$ cat config.mk
export PLATFORM = sky130hd
export DESIGN_NAME = uart_prog_loader_flat
export DESIGN_NICKNAME = d
export VERILOG_FILES = /design/src/rtl/uart_prog_loader_if.sv /design/src/rtl/uart_prog_loader.sv /design/src/flat_wrapper.sv
export SDC_FILE = /design/constraint.sdc
export NUM_CORES = 1
export LEC_CHECK = 0
export ABC_CLOCK_PERIOD_IN_PS = 2580
export CAP_MARGIN = 20
export CORE_MARGIN = 4
export CORE_UTILIZATION = 40
export DETAILED_ROUTE_END_ITERATION = 8
export GPL_ROUTABILITY_DRIVEN = 0
export PLACE_DENSITY = 0.61
export REMOVE_ABC_BUFFERS = 1
export SETUP_SLACK_MARGIN = 0.3
export SLEW_MARGIN = 20
export SYNTH_ARGS = -nofsm -noshare
export SYNTH_HDL_FRONTEND = slang
export SYNTH_SLANG_ARGS = --single-unit
$ cat constraint.sdc
create_clock -name upg_clk_i -period 2.58 [get_ports upg_clk_i]
set_input_delay 0.516 -clock upg_clk_i [delete_from_list [all_inputs] [get_ports upg_clk_i]]
set_output_delay 0.516 -clock upg_clk_i [all_outputs]
set_load 0.005 [all_outputs]
$ cat src/rtl/uart_prog_loader_if.sv
// rtl/uart_prog_loader_if.sv - memory write bus driven by the UART program loader
interface uart_prog_loader_if;
    logic        upg_wen_o;
    logic [14:0] upg_adr_o;
    logic [31:0] upg_dat_o;
    logic        upg_done_o;

    modport master (
        output upg_wen_o,
        output upg_adr_o,
        output upg_dat_o,
        output upg_done_o
    );

    modport slave (
        input upg_wen_o,
        input upg_adr_o,
        input upg_dat_o,
        input upg_done_o
    );
endinterface

$ cat src/rtl/uart_prog_loader.sv
// rtl/uart_prog_loader.sv - 8N1 receiver that assembles words into ROM/RAM writes and replies with an ACK byte
module uart_prog_loader #(
    parameter int         CLK_DIV   = 87,
    parameter int         ROM_WORDS = 16384,
    parameter int         RAM_WORDS = 16384,
    parameter int         TIMEOUT   = 1000000,
    parameter logic [7:0] ACK_BYTE  = 8'h4F
) (
    input  logic                       upg_clk_i,
    input  logic                       upg_rst_i,
    input  logic                       upg_rx_i,
    output logic                       upg_clk_o,
    output logic                       upg_tx_o,
    uart_prog_loader_if.master         bus
);
    localparam int CNT_W  = $clog2(CLK_DIV + 1);
    localparam int IDLE_W = $clog2(TIMEOUT + 1);
    localparam int N_W    = 16;

    localparam logic [CNT_W-1:0]  FULL_M1 = CNT_W'(CLK_DIV - 1);
    localparam logic [CNT_W-1:0]  HALF_M1 = CNT_W'(CLK_DIV / 2 - 1);
    localparam logic [IDLE_W-1:0] IDLE_M1 = IDLE_W'(TIMEOUT - 1);
    localparam logic [N_W-1:0]    ROM_N   = N_W'(ROM_WORDS);
    localparam logic [N_W-1:0]    TOTAL_N = N_W'(ROM_WORDS + RAM_WORDS);

    typedef enum logic [1:0] {RX_IDLE, RX_START, RX_DATA, RX_STOP} rx_state_t;
    typedef enum logic [1:0] {LD_WAIT_FIRST, LD_LOAD, LD_ACK, LD_DONE} ld_state_t;

    logic            rx_meta_q, rx_sync_q, rx_prev_q;
    rx_state_t       rx_state_q, rx_state_d;
    logic [CNT_W-1:0] rx_cnt_q, rx_cnt_d;
    logic [2:0]      rx_bit_q, rx_bit_d;
    logic [7:0]      rx_shift_q, rx_shift_d;
    logic            byte_valid_q, byte_valid_d;
    logic            frame_err_q, frame_err_d;

    ld_state_t       ld_state_q, ld_state_d;
    logic [1:0]      byte_idx_q, byte_idx_d;
    logic [23:0]     word_q, word_d;
    logic [N_W-1:0]  n_q, n_d;
    logic [IDLE_W-1:0] idle_q, idle_d;
    logic            wen_q, wen_d;
    logic [14:0]     adr_q, adr_d;
    logic [31:0]     dat_q, dat_d;
    logic            done_q, done_d;
    logic            tx_q, tx_d;
    logic [8:0]      tx_shift_q, tx_shift_d;
    logic [3:0]      tx_bit_q, tx_bit_d;
    logic [CNT_W-1:0] tx_cnt_q, tx_cnt_d;

    logic            adr_sel;
    logic [13:0]     adr_idx;

    assign upg_clk_o      = upg_clk_i;
    assign upg_tx_o       = tx_q;
    assign bus.upg_wen_o  = wen_q;
    assign bus.upg_adr_o  = adr_q;
    assign bus.upg_dat_o  = dat_q;
    assign bus.upg_done_o = done_q;

    always_comb begin
        rx_state_d   = rx_state_q;
        rx_cnt_d     = rx_cnt_q;
        rx_bit_d     = rx_bit_q;
        rx_shift_d   = rx_shift_q;
        byte_valid_d = 1'b0;
        frame_err_d  = 1'b0;
        case (rx_state_q)
            RX_IDLE: begin
                if (rx_prev_q && !rx_sync_q) begin
                    rx_state_d = RX_START;
                    rx_cnt_d   = '0;
                end
            end
            RX_START: begin
                // A start bit that is no longer low at mid-bit is a glitch.
                if (rx_cnt_q == HALF_M1) begin
                    rx_cnt_d   = '0;
                    rx_bit_d   = '0;
                    rx_state_d = rx_sync_q ? RX_IDLE : RX_DATA;
                end else begin
                    rx_cnt_d = rx_cnt_q + CNT_W'(1);
                end
            end
            RX_DATA: begin
                if (rx_cnt_q == FULL_M1) begin
                    rx_cnt_d   = '0;
                    rx_shift_d = {rx_sync_q, rx_shift_q[7:1]};
                    rx_bit_d   = rx_bit_q + 3'd1;
                    if (rx_bit_q == 3'd7) rx_state_d = RX_STOP;
                end else begin
                    rx_cnt_d = rx_cnt_q + CNT_W'(1);
                end
            end
            default: begin
                if (rx_cnt_q == FULL_M1) begin
                    rx_state_d   = RX_IDLE;
                    byte_valid_d = rx_sync_q;
                    frame_err_d  = !rx_sync_q;
                end else begin
                    rx_cnt_d = rx_cnt_q + CNT_W'(1);
                end
            end
        endcase
    end

    assign adr_sel = (n_q >= ROM_N);
    assign adr_idx = adr_sel ? 14'(n_q - ROM_N) : 14'(n_q);

    always_comb begin
        ld_state_d = ld_state_q;
        byte_idx_d = byte_idx_q;
        word_d     = word_q;
        n_d        = n_q;
        idle_d     = idle_q;
        wen_d      = 1'b0;
        adr_d      = adr_q;
        dat_d      = dat_q;
        done_d     = done_q;
        tx_d       = tx_q;
        tx_shift_d = tx_shift_q;
        tx_bit_d   = tx_bit_q;
        tx_cnt_d   = tx_cnt_q;
        case (ld_state_q)
            LD_WAIT_FIRST, LD_LOAD: begin
                if (ld_state_q == LD_LOAD) idle_d = idle_q + IDLE_W'(1);
                if (byte_valid_q) begin
                    ld_state_d = LD_LOAD;
                    idle_d     = '0;
                    byte_idx_d = byte_idx_q + 2'd1;
                    case (byte_idx_q)
                        2'd0: word_d[7:0]   = rx_shift_q;
                        2'd1: word_d[15:8]  = rx_shift_q;
                        2'd2: word_d[23:16] = rx_shift_q;
                        default: begin
                            dat_d = {rx_shift_q, word_q};
                            adr_d = {adr_sel, adr_idx};
                            wen_d = 1'b1;
                        end
                    endcase
                end else if (frame_err_q) begin
                    byte_idx_d = '0;
                end
                // Completion by count wins over the idle timeout; a byte landing now defers the timeout.
                if (wen_q || (ld_state_q == LD_LOAD && !byte_valid_q && idle_q == IDLE_M1)) begin
                    if (wen_q) n_d = n_q + N_W'(1);
                    if (!wen_q || (n_q + N_W'(1) == TOTAL_N)) begin
                        ld_state_d = LD_ACK;
                        done_d     = 1'b1;
                        tx_d       = 1'b0;
                        tx_shift_d = {1'b1, ACK_BYTE};
                        tx_bit_d   = '0;
                        tx_cnt_d   = '0;
                    end
                end
            end
            LD_ACK: begin
                if (tx_cnt_q == FULL_M1) begin
                    tx_cnt_d = '0;
                    if (tx_bit_q == 4'd9) begin
                        ld_state_d = LD_DONE;
                        tx_d       = 1'b1;
                    end else begin
                        tx_d       = tx_shift_q[0];
                        tx_shift_d = {1'b1, tx_shift_q[8:1]};
                        tx_bit_d   = tx_bit_q + 4'd1;
                    end
                end else begin
                    tx_cnt_d = tx_cnt_q + CNT_W'(1);
                end
            end
            default: begin
                tx_d = 1'b1;
            end
        endcase
    end

    always_ff @(posedge upg_clk_i) begin
        if (upg_rst_i) begin
            rx_meta_q    <= 1'b1;
            rx_sync_q    <= 1'b1;
            rx_prev_q    <= 1'b1;
            rx_state_q   <= RX_IDLE;
            rx_cnt_q     <= '0;
            rx_bit_q     <= '0;
            rx_shift_q   <= '0;
            byte_valid_q <= 1'b0;
            frame_err_q  <= 1'b0;
            ld_state_q   <= LD_WAIT_FIRST;
            byte_idx_q   <= '0;
            word_q       <= '0;
            n_q          <= '0;
            idle_q       <= '0;
            wen_q        <= 1'b0;
            adr_q        <= '0;
            dat_q        <= '0;
            done_q       <= 1'b0;
            tx_q         <= 1'b1;
            tx_shift_q   <= '1;
            tx_bit_q     <= '0;
            tx_cnt_q     <= '0;
        end else begin
            rx_meta_q    <= upg_rx_i;
            rx_sync_q    <= rx_meta_q;
            rx_prev_q    <= rx_sync_q;
            rx_state_q   <= rx_state_d;
            rx_cnt_q     <= rx_cnt_d;
            rx_bit_q     <= rx_bit_d;
            rx_shift_q   <= rx_shift_d;
            byte_valid_q <= byte_valid_d;
            frame_err_q  <= frame_err_d;
            ld_state_q   <= ld_state_d;
            byte_idx_q   <= byte_idx_d;
            word_q       <= word_d;
            n_q          <= n_d;
            idle_q       <= idle_d;
            wen_q        <= wen_d;
            adr_q        <= adr_d;
            dat_q        <= dat_d;
            done_q       <= done_d;
            tx_q         <= tx_d;
            tx_shift_q   <= tx_shift_d;
            tx_bit_q     <= tx_bit_d;
            tx_cnt_q     <= tx_cnt_d;
        end
    end
endmodule
$ cat src/flat_wrapper.sv
// flat-port wrapper written by rule: the top's interface ports become plain ports
module uart_prog_loader_flat 
#(
    parameter int         CLK_DIV   = 87,
    parameter int         ROM_WORDS = 16384,
    parameter int         RAM_WORDS = 16384,
    parameter int         TIMEOUT   = 1000000,
    parameter logic [7:0] ACK_BYTE  = 8'h4F
)
  (upg_clk_i, upg_rst_i, upg_rx_i, upg_clk_o, upg_tx_o, bus_upg_wen_o, bus_upg_adr_o, bus_upg_dat_o, bus_upg_done_o);
  uart_prog_loader_if bus_i ();
  input  logic upg_clk_i;
  input  logic upg_rst_i;
  input  logic upg_rx_i;
  output logic upg_clk_o;
  output logic upg_tx_o;
  output wire logic [$bits(bus_i.upg_wen_o)-1:0] bus_upg_wen_o;
  output wire logic [$bits(bus_i.upg_adr_o)-1:0] bus_upg_adr_o;
  output wire logic [$bits(bus_i.upg_dat_o)-1:0] bus_upg_dat_o;
  output wire logic [$bits(bus_i.upg_done_o)-1:0] bus_upg_done_o;
  assign bus_upg_wen_o = bus_i.upg_wen_o;
  assign bus_upg_adr_o = bus_i.upg_adr_o;
  assign bus_upg_dat_o = bus_i.upg_dat_o;
  assign bus_upg_done_o = bus_i.upg_done_o;
  uart_prog_loader #(.CLK_DIV(CLK_DIV), .ROM_WORDS(ROM_WORDS), .RAM_WORDS(RAM_WORDS), .TIMEOUT(TIMEOUT), .ACK_BYTE(ACK_BYTE)) u_core (.upg_clk_i(upg_clk_i), .upg_rst_i(upg_rst_i), .upg_rx_i(upg_rx_i), .upg_clk_o(upg_clk_o), .upg_tx_o(upg_tx_o), .bus(bus_i));
endmodule
==> flow_summary_export.csv <==
group,metric,value,unit
outcome,status,"completed",
timing,finalCriticalPeriod,2.335,ns
routing,drcViolationCount,0,
worst_setup_path,arrival,2.80,ns
worst_setup_path,cp_max_fo,7,
worst_setup_path,cp-end-kind,"flip-flop",
synthesis,ys_warn_count,0,
floorplanning,core,16470,um2
power_and_ir_drop,p_sw_share,20.78,%
routing,ant_nets,0,
layout,fin_cells,1125,
worst_hold_path,min-delay-start,"upg_rst_i",
worst_setup_path,rr_startpoint,"u_core.n_q[1]",
floorplanning,die_width,137.3,um
timing,slew_headroom,60.52,%
grt,antenna_found_initial,0,
power_and_ir_drop,ir_worst_vdd,0.4743,mV
worst_setup_path,r2r_setup_slack,0.25,ns
power_and_ir_drop,power_frac_seq,43.2,%
power_and_ir_drop,powerDensity,661.0,nW/um2
synthesis,synth_top_flop_cell,"dfxtp_1",
floorplanning,rows,47,
power_and_ir_drop,leakage,3.027,nW
routing,wl_per_cell,13.05,um
layout,layout.nets,914,
job,maxCapViolations,0,
worst_hold_path,holdPathStages,2,
timing,finClkSkew,0.01210,ns
timing,grt_setup_unrepaired,"true",
worst_setup_path,crit_required,3.04,ns
timing,hold_violations,0,
layout,drive_gt1_share,13.92,%
synthesis,synthArstFlopShare,0,%
cts,cts_tree,"yes",
synthesis,syn_area,6689,um2
power_and_ir_drop,power_frac_comb,3.4,%
timing,slew_violations,0,
worst_setup_path,path_class,"flip-flop to flip-flop",
grt,track_usage,16.03,%
routing,drt-initial-drc-count,316,
synthesis,ys_seq_area_share,47.29,%
routing,vias_per_cell,5.037,
synthesis,synth-edff-count,0,
worst_setup_path,path_cells,"and4_1, nand2_1, or4_4, a2111oi_4, buf_4, a211oi_4, or4_1, a21oi_1",
power_and_ir_drop,p_switching,0.001188,W
routing,drtPass1Iterations,4,
power_and_ir_drop,pwr-share-clk,53.4,%
worst_setup_path,start_kind,"flip-flop",
floorplanning,num_io_pins,54,
routing,wirelength,14680,um
layout,layout-area-overhead-vs-synth,29.35,%
timing,period_share,90.49,%
power_and_ir_drop,intPower,0.004531,W
worst_hold_path,hold_class,"input pin to flip-flop",
cts,clkLatencyLatePin,0.54,ns
worst_setup_path,max_stage_delay,0.52,ns
worst_setup_path,rr_worst_depth,8,
grt,grt_pass1_wl,24580,um
layout,num-fill-cells,1579,
floorplanning,start_util,40.62,%
synthesis,syn_inst,819,
floorplanning,die_h,137.3,um
routing,dr_total_vias,5667,
place,dpl.hpwl,9466,um
timing,tightest_slew,0.5860,ns
floorplanning,die_area,18860,um2
worst_hold_path,whs_endpoint,"u_core.tx_bit_q[1]",
grt,overflow,0,
synthesis,synth_cell_types,52,
grt,grt_max_degree,79,
grt,grt_pass1_vias,5205,
timing,setup-tns-final,0,ns
place,placedCellCount,1088,
worst_setup_path,r2r_end,"u_core.tx_cnt_q[4]",
place,io_buffers,53,
cts,path_clk_slew,0.06,ns
synthesis,syn-mean-instance-area,8.167,um2
synthesis,ys_ff_latch,158,
timing,fmax,0.4283,GHz
layout,diodes,0,
timing,setup_viol,0,
worst_setup_path,crit_slowest_cell,"or4_4",
power_and_ir_drop,power,0.005719,W
## worst max path at each step
stage                               from                       end  slack, ns  cells after the start
finish                     u_core.n_q[1]        u_core.tx_cnt_q[4]       0.25                      8
global route               u_core.n_q[1]        u_core.tx_cnt_q[3]       0.11                      9
CTS                        u_core.n_q[0]        u_core.tx_cnt_q[5]       0.23                      8
detailed placement         u_core.n_q[7]        u_core.tx_cnt_q[6]      -0.02                      8
global placement           u_core.n_q[7]        u_core.tx_cnt_q[5]     -0.003                      8
floorplan           u_core.ld_state_q[1]  u_core.bus.upg_adr_o[14]      -0.31                      4
## logic make-up (layout without fill, tap and decap cells)
| family | Yosys count | count (layout) | share of synthesized area (%) |
|---|---|---|---|
| AOI/OAI and AO/OA | 168 | 168 | 14.83 |
| xor gates and xnor gates | 26 | 26 | 3.404 |
| adders and majority gates | 19 | 19 | 3.554 |
| buffers and inverters | 64 | 150 | 3.909 |
| DFF | 158 | 158 | 47.29 |
| muxes | 10 | 10 | 1.497 |
| and+or+nand+nor | 374 | 374 | 25.51 |
## what timing repair did
item	in CTS	in global routing
hold buffers	0	0
endpoints found under the hold margin	0	0
setup endpoints to repair	24	29
setup buffers	1	1
pin swaps	16	13
gates resized for setup	19	33
## power by group through the flow
| stage | registers (W) | logic [W] | clock network, W |
|---|---|---|---|
| 6_report | 0.00247 | 0.000194 | 0.00306 |
| 5_1_grt | 0.00247 | 0.000217 | 0.00322 |
| 3_3_place_gp | 0.00252 | 0.000173 | 0.0000326 |
| 2_1_floorplan | 0.00252 | 0.0000973 | 0 |
| 3_5_place_dp | 0.00252 | 0.000175 | 0.0000326 |
| 4_1_cts | 0.00247 | 0.000175 | 0.00311 |
## final cells by class
type | instances | area, um2 | area share [%]
multi-input cells | 597 | 3486 | 40.29
flip-flops and latches | 158 | 3169 | 36.63
repair buffers | 99 | 914.6 | 10.57
clock buffers | 25 | 545.5 | 6.305
well taps | 220 | 275.3 | 3.181
clock inverters | 11 | 205.2 | 2.372
inverters | 15 | 56.30 | 0.6508
## sequential cells by signal, summed over array words and instances, names as in the netlist
register,flops
u_core.bus.upg_adr_o,15
u_core.byte_idx_q,2
u_core.tx_bit_q,4
u_core.ld_state_q,2
u_core.rx_prev_q,1
u_core.byte_valid_q,1
u_core.bus.upg_wen_o,1
u_core.tx_cnt_q,7
u_core.upg_tx_o,1
u_core.rx_state_q,2
u_core.n_q,16
u_core.frame_err_q,1
u_core.bus.upg_done_o,1
u_core.bus.upg_dat_o,32
u_core.rx_meta_q,1
u_core.rx_sync_q,1
u_core.tx_shift_q,8
u_core.rx_bit_q,3
u_core.rx_cnt_q,7
u_core.word_q,24
u_core.rx_shift_q,8
u_core.idle_q,20
## synth_stat cells (4+ instances only)
cell type  number  share of area, %
clkbuf_1       41               2.3
and3_1          7              0.65
o21ai_0        20               1.5
xor2_1         16               2.1
nor3b_1         4              0.45
mux2i_1        10               1.5
nor2_1         92               5.2
a31oi_1        14               1.3
o31ai_1         6              0.67
or3_1           4              0.37
a22oi_1         7              0.79
nand3_1        42               3.1
inv_1          15              0.84
or2_2           4              0.37
ha_1           19               3.6
xnor2_1        10               1.3
a311oi_1        9               1.2
a21oi_1        93               7.0
a211oi_1        6              0.67
nor3_1         14               1.0
and4_1          5              0.65
nand2_1       162               9.1
nor4_1          5              0.47
nand4_1        12               1.1
dfxtp_1       158                47
or4_1           5              0.56
## critical path: cells and delay by family (launching register included)
family	cells	cell delay, ns
buffers and inverters	1	0.19
flip-flops	1	0.36
AND/OR/NAND/NOR	4	1.21
AO/OA/AOI/OAI	3	0.50
## stage by stage
| stage | setup WS (ns) | utilization, % | hold WS, ns | area [um2] |
|---|---|---|---|---|
| finish | 0.2454 | 52.55 | 0.3496 | 8652 |
| global route | 0.1091 | 52.55 | 0.3763 | 8652 |
| CTS | 0.2297 | 51.54 | 0.3525 | 8487 |
| detailed placement | -0.01624 | 46.49 | 0.4013 | 7655 |
| global placement | -0.002788 | 46.49 | 0.3967 | 7655 |
| floorplan | -0.3100 | - | 0.3895 | 6484 |
## routing by layer
layer | wire (um) | track usage, %
met5 | 0 | 0
met4 | 174 | 5.543
met3 | 510 | 3.689
met2 | 6722 | 24.69
met1 | 7272 | 22.10
## placed cells by master, fill, tap and decap left out, drive strengths merged, types with 4 or more instances in the layout
master / synthesis / final
a31oi: 14 / 14
or2: 4 / 4
dfxtp: 158 / 158
xor2: 16 / 16
a311oi: 9 / 9
o21ai: 20 / 20
a21oi: 93 / 93
nor2: 92 / 92
nor4: 5 / 5
clkbuf: 41 / 24
nand4: 13 / 13
nor3b: 4 / 4
o31ai: 6 / 6
nor3: 14 / 14
a22oi: 7 / 7
mux2i: 10 / 10
a211oi: 7 / 7
bufinv: 0 / 5
or4: 6 / 6
ha: 19 / 19
clkinv: 0 / 4
nand2: 162 / 162
nand3: 42 / 42
xnor2: 10 / 10
and4: 5 / 5
buf: 8 / 48
and3: 8 / 8
or3: 4 / 4
clkdlybuf4s50: 0 / 51
inv: 15 / 17
Note: power is estimated with default switching activity, not from simulation.
